## src/rtl/kvt_clk_ctrl_pkg.sv

```systemverilog
// Shared types and default sizing for the clock-enable divider controller.
package kvt_clk_ctrl_pkg;

  // Command opcodes carried on cfg_op.
  typedef enum logic [1:0] {
    START      = 2'd0,
    STOP       = 2'd1,
    SET_PERIOD = 2'd2,
    RSVD       = 2'd3
  } cfg_op_e;

  // Per-channel sequencing state.
  typedef enum logic [1:0] {
    IDLE     = 2'd0,
    RUN      = 2'd1,
    STOPPING = 2'd2
  } ch_state_e;

  localparam int DEF_NUM_CH = 4;
  localparam int DEF_DIV_W  = 8;

endpackage

```

## src/rtl/kvt_clk_div_ch.sv

```systemverilog
// One divider channel: phase toggles every cur_div cycles, tick marks each
// rising phase. Period changes take effect only at a toggle, and a stop only
// ever lands the phase low, so consumers never see a runt pulse.
module kvt_clk_div_ch
  import kvt_clk_ctrl_pkg::*;
#(
  parameter int DIV_W = DEF_DIV_W
) (
  input  logic             clk,
  input  logic             rst_n,
  input  logic             start,
  input  logic             stop,
  input  logic             set,
  input  logic [DIV_W-1:0] div,
  output logic             phase,
  output logic             tick,
  output logic             running,
  output logic             in_run
);

  localparam logic [DIV_W-1:0] ONE = DIV_W'(1);

  ch_state_e        state, state_nxt;
  logic             phase_nxt;
  logic             tick_nxt;
  logic             pend_valid, pend_valid_nxt;
  logic [DIV_W-1:0] cnt, cnt_nxt;
  logic [DIV_W-1:0] cur_div, cur_div_nxt;
  logic [DIV_W-1:0] pend_div, pend_div_nxt;
  logic             wrap;
  logic [DIV_W-1:0] reload;

  // A period write landing on the toggle edge itself applies to the interval
  // that starts there; otherwise a pending write is consumed at the toggle.
  assign wrap   = (cnt == '0);
  assign reload = set ? div : (pend_valid ? pend_div : cur_div);

  // Next-state, phase, tick and counter decisions for this channel.
  always_comb begin
    state_nxt      = state;
    phase_nxt      = phase;
    tick_nxt       = 1'b0;
    pend_valid_nxt = pend_valid;
    cnt_nxt        = cnt;
    cur_div_nxt    = cur_div;
    pend_div_nxt   = pend_div;

    case (state)
      IDLE: begin
        pend_valid_nxt = 1'b0;
        if (start) begin
          state_nxt   = RUN;
          phase_nxt   = 1'b1;
          tick_nxt    = 1'b1;
          cur_div_nxt = div;
          cnt_nxt     = div - ONE;
        end
      end

      RUN: begin
        if (stop) begin
          if (phase && !wrap) begin
            // High phase must finish its interval before parking low.
            state_nxt = STOPPING;
            cnt_nxt   = cnt - ONE;
          end else begin
            // Low phase, or a falling edge now: park immediately. A rising
            // toggle that would coincide is suppressed along with its tick.
            state_nxt      = IDLE;
            phase_nxt      = 1'b0;
            pend_valid_nxt = 1'b0;
          end
        end else if (wrap) begin
          phase_nxt      = ~phase;
          tick_nxt       = ~phase;
          cnt_nxt        = reload - ONE;
          cur_div_nxt    = reload;
          pend_valid_nxt = 1'b0;
        end else begin
          cnt_nxt = cnt - ONE;
          if (set) begin
            pend_div_nxt   = div;
            pend_valid_nxt = 1'b1;
          end
        end
      end

      STOPPING: begin
        if (wrap) begin
          state_nxt      = IDLE;
          phase_nxt      = 1'b0;
          pend_valid_nxt = 1'b0;
        end else begin
          cnt_nxt = cnt - ONE;
        end
      end

      default: begin
        state_nxt      = IDLE;
        phase_nxt      = 1'b0;
        pend_valid_nxt = 1'b0;
      end
    endcase
  end

  // Control state: cleared by reset so outputs drop low at once.
  always_ff @(posedge clk) begin
    if (!rst_n) begin
      state      <= IDLE;
      phase      <= 1'b0;
      tick       <= 1'b0;
      pend_valid <= 1'b0;
    end else begin
      state      <= state_nxt;
      phase      <= phase_nxt;
      tick       <= tick_nxt;
      pend_valid <= pend_valid_nxt;
    end
  end

  // Counter and divisor storage: always reloaded by START before use.
  always_ff @(posedge clk) begin
    cnt      <= cnt_nxt;
    cur_div  <= cur_div_nxt;
    pend_div <= pend_div_nxt;
  end

  assign running = (state != IDLE);
  assign in_run  = (state == RUN);

endmodule

```

## src/rtl/kvt_clk_div_ctrl.sv

```systemverilog
// Multi-channel clock-enable controller: decodes and validates config
// commands, flags rejects one cycle later, and fans accepted commands out as
// single-cycle strobes to NUM_CH independent divider channels.
module kvt_clk_div_ctrl
  import kvt_clk_ctrl_pkg::*;
#(
  parameter int NUM_CH = DEF_NUM_CH,
  parameter int DIV_W  = DEF_DIV_W
) (
  input  logic              clk,
  input  logic              rst_n,
  input  logic              cfg_valid,
  output logic              cfg_ready,
  input  logic [1:0]        cfg_op,
  input  logic [3:0]        cfg_ch,
  input  logic [DIV_W-1:0]  cfg_div,
  output logic              cfg_err,
  output logic [NUM_CH-1:0] ch_phase,
  output logic [NUM_CH-1:0] ch_tick,
  output logic [NUM_CH-1:0] ch_running
);

  cfg_op_e           op;
  logic              accept;
  logic              ch_ok;
  logic              div_zero;
  logic              tgt_idle;
  logic              tgt_run;
  logic              reject;
  logic [NUM_CH-1:0] ch_in_run;

  assign op       = cfg_op_e'(cfg_op);
  assign accept   = cfg_valid & cfg_ready;
  assign ch_ok    = ({1'b0, cfg_ch} < 5'(NUM_CH));
  assign div_zero = (cfg_div == '0);

  // Look up the addressed channel's state without an out-of-range index.
  always_comb begin
    tgt_idle = 1'b0;
    tgt_run  = 1'b0;
    for (int i = 0; i < NUM_CH; i++) begin
      if (cfg_ch == 4'(i)) begin
        tgt_idle = ~ch_running[i];
        tgt_run  = ch_in_run[i];
      end
    end
  end

  // Command legality against the target channel's current state.
  always_comb begin
    reject = 1'b0;
    case (op)
      START:      reject = !ch_ok || div_zero || !tgt_idle;
      STOP:       reject = !ch_ok;
      SET_PERIOD: reject = !ch_ok || div_zero || !tgt_run;
      default:    reject = 1'b1;
    endcase
  end

  // Ready comes up on the first clock out of reset; errors are registered.
  always_ff @(posedge clk) begin
    if (!rst_n) begin
      cfg_ready <= 1'b0;
      cfg_err   <= 1'b0;
    end else begin
      cfg_ready <= 1'b1;
      cfg_err   <= accept & reject;
    end
  end

  for (genvar i = 0; i < NUM_CH; i++) begin : g_ch
    localparam logic [3:0] IDX = 4'(i);

    logic sel;
    logic start;
    logic stop;
    logic set;

    assign sel   = accept & ~reject & (cfg_ch == IDX);
    assign start = sel & (op == START);
    assign stop  = sel & (op == STOP);
    assign set   = sel & (op == SET_PERIOD);

    kvt_clk_div_ch #(
      .DIV_W (DIV_W)
    ) u_ch (
      .clk     (clk),
      .rst_n   (rst_n),
      .start   (start),
      .stop    (stop),
      .set     (set),
      .div     (cfg_div),
      .phase   (ch_phase[i]),
      .tick    (ch_tick[i]),
      .running (ch_running[i]),
      .in_run  (ch_in_run[i])
    );
  end

endmodule

```

## config.mk

```make
export PLATFORM = sky130hd
export DESIGN_NAME = kvt_clk_div_ctrl
export DESIGN_NICKNAME = d
export VERILOG_FILES = /design/src/rtl/kvt_clk_ctrl_pkg.sv /design/src/rtl/kvt_clk_div_ch.sv /design/src/rtl/kvt_clk_div_ctrl.sv
export SDC_FILE = /design/constraint.sdc
export NUM_CORES = 1
export LEC_CHECK = 0
export ABC_AREA = 0
export CAP_MARGIN = 20
export CORE_MARGIN = 5
export CORE_UTILIZATION = 62
export CTS_BUF_LIST = sky130_fd_sc_hd__clkbuf_16
export DETAILED_ROUTE_END_ITERATION = 10
export PLACE_DENSITY = 0.91
export SYNTH_ARGS = -nofsm -noshare
export SYNTH_HDL_FRONTEND = slang
export SYNTH_SLANG_ARGS = --single-unit
export TNS_END_PERCENT = 30
```

## constraint.sdc

```tcl
create_clock -name clk -period 5.02 [get_ports clk]
set_clock_uncertainty 0.05 [all_clocks]
set_input_delay 1.004 -clock clk [delete_from_list [all_inputs] [get_ports clk]]
set_output_delay 1.004 -clock clk [all_outputs]
set_load 0.02 [all_outputs]
```

Word level (Yosys, flattened, before mapping)
Index checks and enable logic that the tools add are counted.
{"block": "classes", "add_sub_neg": 9, "order_cmp": 1, "eq_ne": 53, "n_mux": 134, "n_bitwise": 36, "n_reduce_logical": 61}
{"operator": "$mux 8", "n": 40}
{"operator": "$pmux 8 s3", "n": 4}
{"operator": "$sub 8x1->8 const B", "n": 9}
{"operator": "$pmux 8 s2", "n": 4}
{"operator": "$reduce_and 4->1", "n": 16}
{"operator": "$mux 1", "n": 53}
{"operator": "$logic_not 8->1", "n": 5}
{"operator": "$ne 2x2->1 const B", "n": 20}
{"operator": "$ne 3x3->1 const B", "n": 12}
{"operator": "$mux 2", "n": 16}
{"operator": "$pmux 2 s3", "n": 4}
{"operator": "$reduce_and 3->1", "n": 8}
{"operator": "$and 1x1->1", "n": 19}
{"operator": "$not 1->1", "n": 17}
{"operator": "$ne 4x3->1 const B", "n": 4}
{"operator": "$pmux 1 s2", "n": 8}
{"operator": "$reduce_bool 2->1", "n": 8}
{"operator": "$pmux 1 s3", "n": 5}
{"operator": "$reduce_bool 3->1", "n": 4}
{"operator": "$eq 2x1->1 const B", "n": 5}
{"operator": "$eq 2x2->1 const B", "n": 5}
{"operator": "$logic_not 2->1", "n": 5}
{"operator": "$eq 4x2->1 const B", "n": 2}
{"operator": "$ne 2x1->1 const B", "n": 4}
{"operator": "6 further kinds", "n": 17}
{"block": "totals", "reg_bits": 118, "inputBits": 17, "elab_cells": 324}

Depth between registers and ports, before layout
Gate-level depths: netlist of the first run.
{"block": "depth", "word_depth": 18, "ltp_mapped": 17, "mapped_depth_nobuf": 14}

Modules after synthesis
From an unflattened synthesis of the first run, not the netlist that was laid out.
{"block": "unflattened", "hier_cells": 863, "hier_area_um2": 8162.8}
{"module": "kvt_clk_div_ch at g_ch[0].u_ch ...", "n_inst": 3, "cells_per_inst": 209, "area_per_inst_um2": 1963.1, "seq_area_each_um2": 820.8}
{"module": "kvt_clk_div_ch at g_ch[3].u_ch", "n_inst": 1, "cells_per_inst": 192, "area_per_inst_um2": 1930.6, "seq_area_each_um2": 820.8}
{"module": "kvt_clk_div_ctrl", "n_inst": 1, "cells_per_inst": 44, "area_per_inst_um2": 342.8, "seq_area_each_um2": 40.0}

Worst setup path after synthesis of the first run
No wires, ideal clock.
{"block": "synth_path", "kind": "input -> register", "from": "input port cfg_div[0]", "to": "register g_ch[2].u_ch.cnt[6], data pin", "arrival_ps": 3714, "slack_ps": 984, "stages": 15, "n_path_buf": 1, "path_cell_list": "clkbuf_1 inv_1 ha_1 nor4b_2 a31o_1 a211oi_2 nor2_1 a21oi_2 ha_1 o21ai_0 or3_1 nand2_1 o21ai_0 o2111ai_1 o211ai_1"}
{"block": "synth_via", "elab_chain_len": 13, "word_cells_on_any_way": 17, "cone_classes": "2 x add/sub; 6 x mux; 5 x bitwise; 4 x reduce/logical"}
{"item": "from (decl)", "line": "kvt_clk_div_ctrl.sv:16", "rtl": "input logic [DIV_W-1:0] cfg_div,"}
{"item": "$logic_not 8->1", "line": "kvt_clk_div_ctrl.sv:35", "rtl": "assign div_zero = (cfg_div == '0);"}
{"item": "$logic_or 1x1->1", "line": "kvt_clk_div_ctrl.sv:53, kvt_clk_div_ctrl.sv:55"}
{"item": "$logic_or 1x1->1 (on tied branches)", "line": "kvt_clk_div_ctrl.sv:55, kvt_clk_div_ctrl.sv:53"}
{"item": "$pmux 1 s3", "line": "kvt_clk_div_ctrl.sv:52", "rtl": "case (op)"}
{"item": "$not 1->1", "line": "kvt_clk_div_ctrl.sv:79", "rtl": "assign sel = accept & ~reject & (cfg_ch == IDX);"}
{"item": "$and 1x1->1 (2 in a row)", "line": "kvt_clk_div_ctrl.sv:79"}
{"item": "$and 1x1->1", "line": "kvt_clk_div_ctrl.sv:82", "rtl": "assign set = sel & (op == SET_PERIOD);"}
{"item": "$mux 8", "line": "kvt_clk_div_ch.sv:36", "rtl": "assign reload = set ? div : (pend_valid ? pend_div : cur_div);"}
{"item": "$sub 8x1->8", "line": "kvt_clk_div_ch.sv:76", "rtl": "cnt_nxt = reload - ONE;"}
{"item": "$mux 8", "line": "kvt_clk_div_ch.sv:73", "rtl": "end else if (wrap) begin"}
{"item": "$mux 8", "line": "kvt_clk_div_ch.sv:61", "rtl": "if (stop) begin"}
{"item": "$pmux 8 s3 (*)", "line": "kvt_clk_div_ch.sv:48", "rtl": "case (state)"}
{"item": "net g_ch[2].u_ch.cnt_nxt[6]", "line": "kvt_clk_div_ch.sv:27", "rtl": "logic [DIV_W-1:0] cnt, cnt_nxt;"}
{"item": "to (signal assigned)", "line": "kvt_clk_div_ch.sv:123", "rtl": "cnt <= cnt_nxt;"}
{"item": "to (decl)", "line": "kvt_clk_div_ch.sv:27"}
Mark *: on every way through the listed nets, which the timed path passes. The rest lies on a longest branch. The select of a mux whose other input is x is not followed.
A chain may end at the register's enable or synchronous reset.

Worst setup path in the final report of the first run
{"block": "layout_path", "from": "input port cfg_ch[0]", "to": "register g_ch[2].u_ch.cnt[6], data pin"}
{"block": "layout_via", "elab_chain_len": 17, "word_cells_on_any_way": 30, "cone_classes": "1 x add/sub; 1 x order compare; 3 x eq/ne; 13 x mux; 5 x bitwise; 7 x reduce/logical"}
{"item": "from (decl)", "line": "kvt_clk_div_ctrl.sv:15", "rtl": "input logic [3:0] cfg_ch,"}
{"item": "$logic_not 4->1", "line": "kvt_clk_div_ctrl.sv:42", "rtl": "if (cfg_ch == 4'(i)) begin"}
{"item": "$mux 1 (4 in a row)", "line": "kvt_clk_div_ctrl.sv:42"}
{"item": "$logic_not 1->1 (on tied branches)", "line": "kvt_clk_div_ctrl.sv:55, kvt_clk_div_ctrl.sv:53"}
{"item": "$logic_or 1x1->1 (on tied branches)", "line": "kvt_clk_div_ctrl.sv:55, kvt_clk_div_ctrl.sv:53"}
{"item": "$pmux 1 s3", "line": "kvt_clk_div_ctrl.sv:52"}
{"item": "$not 1->1", "line": "kvt_clk_div_ctrl.sv:79"}
{"item": "$and 1x1->1", "line": "kvt_clk_div_ctrl.sv:79"}
{"item": "$and 1x1->1 (*)", "line": "kvt_clk_div_ctrl.sv:79"}
{"item": "$and 1x1->1", "line": "kvt_clk_div_ctrl.sv:82"}
{"item": "$mux 8", "line": "kvt_clk_div_ch.sv:36"}
{"item": "$sub 8x1->8", "line": "kvt_clk_div_ch.sv:76"}
{"item": "$mux 8", "line": "kvt_clk_div_ch.sv:73"}
{"item": "$mux 8 (*)", "line": "kvt_clk_div_ch.sv:61"}
{"item": "$pmux 8 s3 (*)", "line": "kvt_clk_div_ch.sv:48"}
{"item": "net g_ch[2].u_ch.cnt_nxt[6]", "line": "kvt_clk_div_ch.sv:27"}
Mark *: on every way through the listed nets, which the timed path passes. The rest lies on a longest branch.

==> results.yml, run 1 <==
outcome:
  status: "finished, final reports clean"
critical_path:
  crit_type: "primary input to flop"
  r2r_setup_slack_ns: 1.02
  crit_required_ns: 5.13
  crit_top_cell: "o21ai_0"
  start_kind: "primary input"
  timing.rr.end: "g_ch[2].u_ch.cnt[6]"
  max_stage_delay_ns: 0.65
  r2r_cells: 14
  r2r_start: "g_ch[3].u_ch.state[1]"
  slowest_stage: "or4b_1"
  worstPathCellList: "clkdlybuf4s50_1 -> or4b_1 -> a31o_1 -> a211oi_2 -> nor2_1 -> a21oi_2 -> ha_1 -> o21ai_0 -> or3_1 -> nand2_1 -> o21ai_0 -> o2111ai_1 -> o211ai_1"
  critPathBufInv: 1
  path_max_fanout: 8
  endpoint_kind: "flop"
  crit_arrival_ns: 4.53
  cp_top_family: "compound AO/OA/AOI/OAI gates"
synthesis:
  async_reset_ff_share_pct: 0
  synth_cell_types: 79
  ys_seq_area_share_pct: 41.2
  ys_ff_latch: 118
  ys_dominant_reg_cell: "edfxtp_1"
  syn-num-nets: 901
  avgSynthCellArea_um2: 9.48
  synth_edf_count: 96
  yosys_warnings: 0
  synth_area_um2: 8060
  synth_cells: 850
die:
  initial_core_util_pct: 63.6
  die_w_um: 124
  pin_count: 31
  core_um2: 12700
  die_area_um2: 15400
  die_h_um: 124
  rows: 41
grt:
  grt_start_max_net_pins: 21
  busiest_layer: "met2"
  grt_antenna_before_repair: 1
  use_met3_pct: 9.40
  track_usage_pct: 29.5
  grtUsageMet2_pct: 46.5
  grt.met1_usage_pct: 37.4
  grt_pass1_wl_um: 34100
  grt_pass1_vias: 6437
  overflow: 0
clock_network:
  holdBufCountCts: 0
  htree_num_levels: 4
  cts.sinks: 118
  cts_tree: "built"
  cts_resized: 0
  post-cts-setup-buffer-count: 0
  insertion_delay_ns: 0.43
  cts_buffer_depth: 2
  cts_buffers: 17
  clk_pin_slew_ns: 0.05
  cts.root.buffer_cell: "clkbuf_16"
sta:
  worst_pin_slew_ns: 1.11
  finalCriticalPeriod_ns: 4.42
  maxSlewViolCount: 0
  setup-tns-final_ns: 0
  hold_viol: 0
  maxSlewHeadroom_pct: 25.3
  rsz0062_at_grt: "false"
  fmax_mhz: 226
  period_share_pct: 88.0
  setup-violations-final: 0
drt:
  drt_iter0_markers: 970
  wl_um: 21800
  vias: 6865
  first_pass_iters: 7
  viasPerCell: 6.53
  ant_nets: 0
  wl_per_cell_um: 20.8
  drc_errors: 0
power:
  vdd_drop_max_uv: 268
  p_per_area_nw_per_um2: 310
  cellLeakagePower_nw: 3.21
  fin_total_pwr_mw: 2.81
final_layout:
  antenna_cells: 0
  final_cells: 1051
  final_cell_mix: "edfxtp_1 (96), nand2_1 (89), nor2_1 (63), o21ai_0 (57), a21oi_1 (53)"
  nets: 917
  drive_gt1_share_pct: 9.56
  area_growth_pct: 12.6
  fillers: 873
  final_common_cell: "edfxtp_1"
hold_path:
  min_to: "g_ch[1].u_ch.state[1]"
  min_from: "g_ch[1].u_ch.state[1]"
  min_path_cells: 2
  hp-class: "flop to flop"
job:
  drv_cap: 0
placed_design:
  portBuffers: 30
  place.gp.congestion: 0.977
  dp_cells: 1019
  place_hpwl_um: 14900
worst max path at each step:
| stage | from | endpoint | slack [ns] | depth (start not counted) |
|---|---|---|---|---|
| after detailed placement | cfg_ch[0] | g_ch[2].u_ch.cnt[6] | 0.26 | 13 |
| after floorplan | cfg_div[0] | g_ch[2].u_ch.cnt[6] | 0.98 | 15 |
| after global placement | cfg_ch[0] | g_ch[2].u_ch.cnt[6] | 0.46 | 13 |
| after global routing | cfg_ch[0] | g_ch[2].u_ch.cnt[6] | 0.39 | 13 |
| after CTS | cfg_ch[0] | g_ch[2].u_ch.cnt[6] | 0.66 | 13 |
| final | cfg_ch[0] | g_ch[2].u_ch.cnt[6] | 0.60 | 13 |
logic make-up (layout without fill, tap and decap cells):
family                     count (synthesis)  in the layout  share of synthesized area (%)
DFF                                      118            118                           41.2
adders and majority gates                 34             34                           5.28
and+or+nand+nor                          269            269                           17.1
xor gates and xnor gates                  61             61                           6.63
AOI/OAI and AO/OA                        208            208                           16.1
muxes                                     64             64                           8.31
buffers and inverters                     96            125                           5.30
metal layers:
layer / share of wire (%) / wire (um) / up-vias
met5: 0 / 0 / -
met4: 4.4 / 955 / 0
met3: 11 / 2470 / 101
met2: 46 / 10000 / 440
met1: 39 / 8420 / 3173
li1: - / - / 3151
report_power, final:
| part | switching, mW | internal, mW | leakage (nW) |
|---|---|---|---|
| Clock | 0.430 | 0.814 | 0.302 |
| Sequential | 0.0306 | 1.12 | 1.04 |
| Combinational | 0.264 | 0.155 | 1.86 |
area by class of cell:
class / count / area, um^2 / area share, %
Tap cell: 172 / 215 / 2.37
Sequential cell: 118 / 3320 / 36.6
Inverter: 39 / 146 / 1.61
Clock inverter: 15 / 173 / 1.90
Clock buffer: 17 / 425 / 4.69
Timing Repair Buffer: 54 / 480 / 5.30
Multi-Input combinational cell: 636 / 4310 / 47.5
registers in the layout, summed over array words and instances (netlist names):
register,cells
g_ch.u_ch.cnt,32
g_ch.u_ch.cur_div,32
g_ch.u_ch.pend_div,32
g_ch.u_ch.state,8
g_ch.u_ch.pend_valid,4
g_ch.u_ch.phase,4
g_ch.u_ch.tick,4
cfg_err,1
cfg_ready,1
tightest hold or removal path, cell delays in order, from the launching register on:
cell,delay (ns)
dfxtp_1,0.34
nand2_1,0.07
mux2i_1,0.06
through the flow:
step                      hold WS, ns  cell area (um^2)  setup slack (ns)  util (%)
final                           0.464              9070             0.604      71.6
after global placement          0.435              8470             0.457      66.9
after CTS                       0.459              9070             0.664      71.6
after detailed placement        0.452              8470             0.257      66.9
after floorplan                 0.418              8060             0.984         -
after global routing            0.496              9070             0.388      71.6
Yosys cell counts (8+ instances only):
cell type | number | area (um^2)
edfxtp_1 | 96 | 2880
nand2_1 | 89 | 334
nor2_1 | 63 | 236
o21ai_0 | 57 | 285
a21oi_1 | 53 | 265
mux2i_1 | 50 | 500
xnor2_1 | 41 | 359
inv_1 | 39 | 146
ha_1 | 34 | 425
clkbuf_1 | 30 | 113
nor3_1 | 23 | 115
dfxtp_1 | 22 | 440
xor2_1 | 20 | 175
buf_4 | 13 | 97.6
mux2_2 | 13 | 146
and3_1 | 12 | 75.1
nand3_1 | 11 | 55.1
o21ai_1 | 11 | 55.1
nor4_1 | 10 | 62.6
o22ai_1 | 10 | 62.6
o21a_1 | 9 | 67.6
a31oi_1 | 8 | 50.1
buf_2 | 8 | 40.0
or3_1 | 8 | 50.1
Note: power is estimated with default switching activity, not from simulation.
==> run 2: changes to the inputs <==
- ABC_AREA: 0 -> not set
==> results of run 2 <==
No change in the layout: final DEF, timing and power equal those of run 1.
==> run 3: changes to the inputs <==
- CORE_ASPECT_RATIO: not set -> 0.9
- GPL_ROUTABILITY_DRIVEN: not set -> 0
==> run 3 against run 2 <==
Die area barely moved. Combinational power about the same. Routed wire length shrank 0.70%. Cell area is 0.22% higher. Clock-buffer cell count unchanged. First-iteration DRC count fell by 5.3%. Hold slack got worse by 0.0088 ns. Register-to-register slack about the same. Worst setup slack better by 0.0025 ns. Final cell count decreased by 0.29%. Clock power about the same. Core utilization shrank 0.21 points.
==> results.yml, run 3 (synthesis gave the netlist of run 1 again) <==
outcome:
  status: "finished, final reports clean"
grt:
  track_usage_pct: 28.7
  grt_antenna_before_repair: 0
  overflow: 0
  grt_pass1_vias: 6564
  grt_start_max_net_pins: 21
  grt_pass1_wl_um: 34000
sta:
  setup-violations-final: 0
  maxSlewViolCount: 0
  hold_viol: 0
  rsz0062_at_grt: "false"
  fmax_mhz: 227
  setup-tns-final_ns: 0
  layout_setup_ws_ns: 0.607
  period_share_pct: 87.9
  finalCriticalPeriod_ns: 4.41
  worst_pin_slew_ns: 1.12
  maxSlewHeadroom_pct: 24.9
die:
  die_w_um: 130
  initial_core_util_pct: 63.3
  rows: 39
  core_um2: 12700
  pin_count: 31
  die_area_um2: 15400
  die_h_um: 118
drt:
  first_pass_iters: 6
  viasPerCell: 6.48
  vias: 6787
  drt_iter0_markers: 919
  ant_nets: 0
  wl_um: 21700
  wl_per_cell_um: 20.7
  drc_errors: 0
critical_path:
  r2r_cells: 13
  crit_required_ns: 5.12
  path_max_fanout: 10
  timing.rr.end: "g_ch[2].u_ch.cnt[6]"
  start_kind: "primary input"
  endpoint_kind: "flop"
  r2r_setup_slack_ns: 1.02
  r2r_start: "g_ch[3].u_ch.state[1]"
  crit_type: "primary input to flop"
  crit_arrival_ns: 4.52
clock_network:
  cts_resized: 0
  insertion_delay_ns: 0.43
  cts_tree: "built"
  cts_buffer_depth: 2
  clk_pin_slew_ns: 0.05
  cts.sinks: 118
  post-cts-setup-buffer-count: 0
  cts_buffers: 17
  htree_num_levels: 4
  cts.root.buffer_cell: "clkbuf_16"
  holdBufCountCts: 0
final_layout:
  design_area_um2: 9090
  nets: 922
  area_growth_pct: 12.8
  antenna_cells: 0
  final_cell_mix: "edfxtp_1 (96), nand2_1 (89), nor2_1 (63), o21ai_0 (57), a21oi_1 (53)"
  largest_registers: "g_ch.u_ch.cnt: 32 flops, g_ch.u_ch.cur_div: 32 flops, g_ch.u_ch.pend_div: 32 flops"
  drive_gt1_share_pct: 10.5
  final_common_cell: "edfxtp_1"
placed_design:
  place_hpwl_um: 15000
  portBuffers: 30
  postPlaceCellArea_um2: 8500
  dp_slack_ns: 0.248
hold_path:
  min_path_cells: 2
  min_from: "g_ch[1].u_ch.state[1]"
  min_to: "g_ch[1].u_ch.state[1]"
  hp-class: "flop to flop"
job:
  drv_cap: 0
power:
  fin_total_pwr_mw: 2.79
  cellLeakagePower_nw: 3.22
  vdd_drop_max_uv: 262
  p_per_area_nw_per_um2: 307
-- run 3: changes by cell type in the layout (fill, tap and decap cells not counted) --
| cell | delta |
|---|---|
| clkinvlp_4 | +2 |
| inv_1 | -2 |
| clkinv_4 | +2 |
| clkinv_2 | +1 |
| clkinv_1 | -2 |
| bufinv_16 | -1 |
| buf_4 | +5 |
-- run 3: cell type report --
| type | count | area (um^2) |
|---|---|---|
| Multi-Input combinational cell | 636 | 4310 |
| Fill cell | 920 | 3650 |
| Sequential cell | 118 | 3320 |
| Timing Repair Buffer | 59 | 518 |
| Clock buffer | 17 | 425 |
| Tap cell | 164 | 205 |
| Clock inverter | 15 | 165 |
| Inverter | 39 | 146 |
-- run 3: worst max path at each step --
stage / depth (start not counted) / startpoint / slack [ns] / end
6_report: 12 / cfg_ch[1] / 0.61 / g_ch[2].u_ch.cnt[6]
5_1_grt: 12 / cfg_ch[1] / 0.45 / g_ch[2].u_ch.cnt[6]
4_1_cts: 12 / cfg_ch[1] / 0.68 / g_ch[2].u_ch.cnt[6]
3_5_place_dp: 12 / cfg_ch[1] / 0.25 / g_ch[2].u_ch.cnt[6]
3_3_place_gp: 12 / cfg_ch[1] / 0.46 / g_ch[2].u_ch.cnt[6]
2_1_floorplan: 15 / cfg_div[0] / 0.98 / g_ch[2].u_ch.cnt[6]
-- run 3: layer usage --
metal	GRT usage (%)	vias to the layer above	wire, um
met3	9.70	76	2760
met4	12.9	0	784
met2	43.3	397	9830
met5	0	-	0
li1	-	3154	-
met1	37.5	3160	8310
-- run 3: metrics by stage --
step	cells	utilization (%)	hold slack, ns
floorplan	850	-	0.418
global route	1048	71.4	0.488
global placement	1016	66.7	0.431
finish	1048	71.4	0.455
CTS	1048	71.4	0.459
detailed placement	1016	66.7	0.452
-- run 3: worst max-delay path, stage by stage --
cell	delay [ns]
clkdlybuf4s50_1	0.66
or4b_1	0.59
a31o_1	0.27
a211o_1	0.44
mux2i_1	0.24
ha_1	0.28
o21ai_0	0.19
or3_1	0.40
nand2_1	0.07
o21ai_0	0.08
o2111ai_1	0.19
o211ai_1	0.11
-- run 3: power breakdown --
| part | switching, mW | internal [mW] |
|---|---|---|
| clock network | 0.453 | 0.771 |
| logic | 0.262 | 0.156 |
| registers | 0.0304 | 1.12 |
| total | 0.745 | 2.04 |
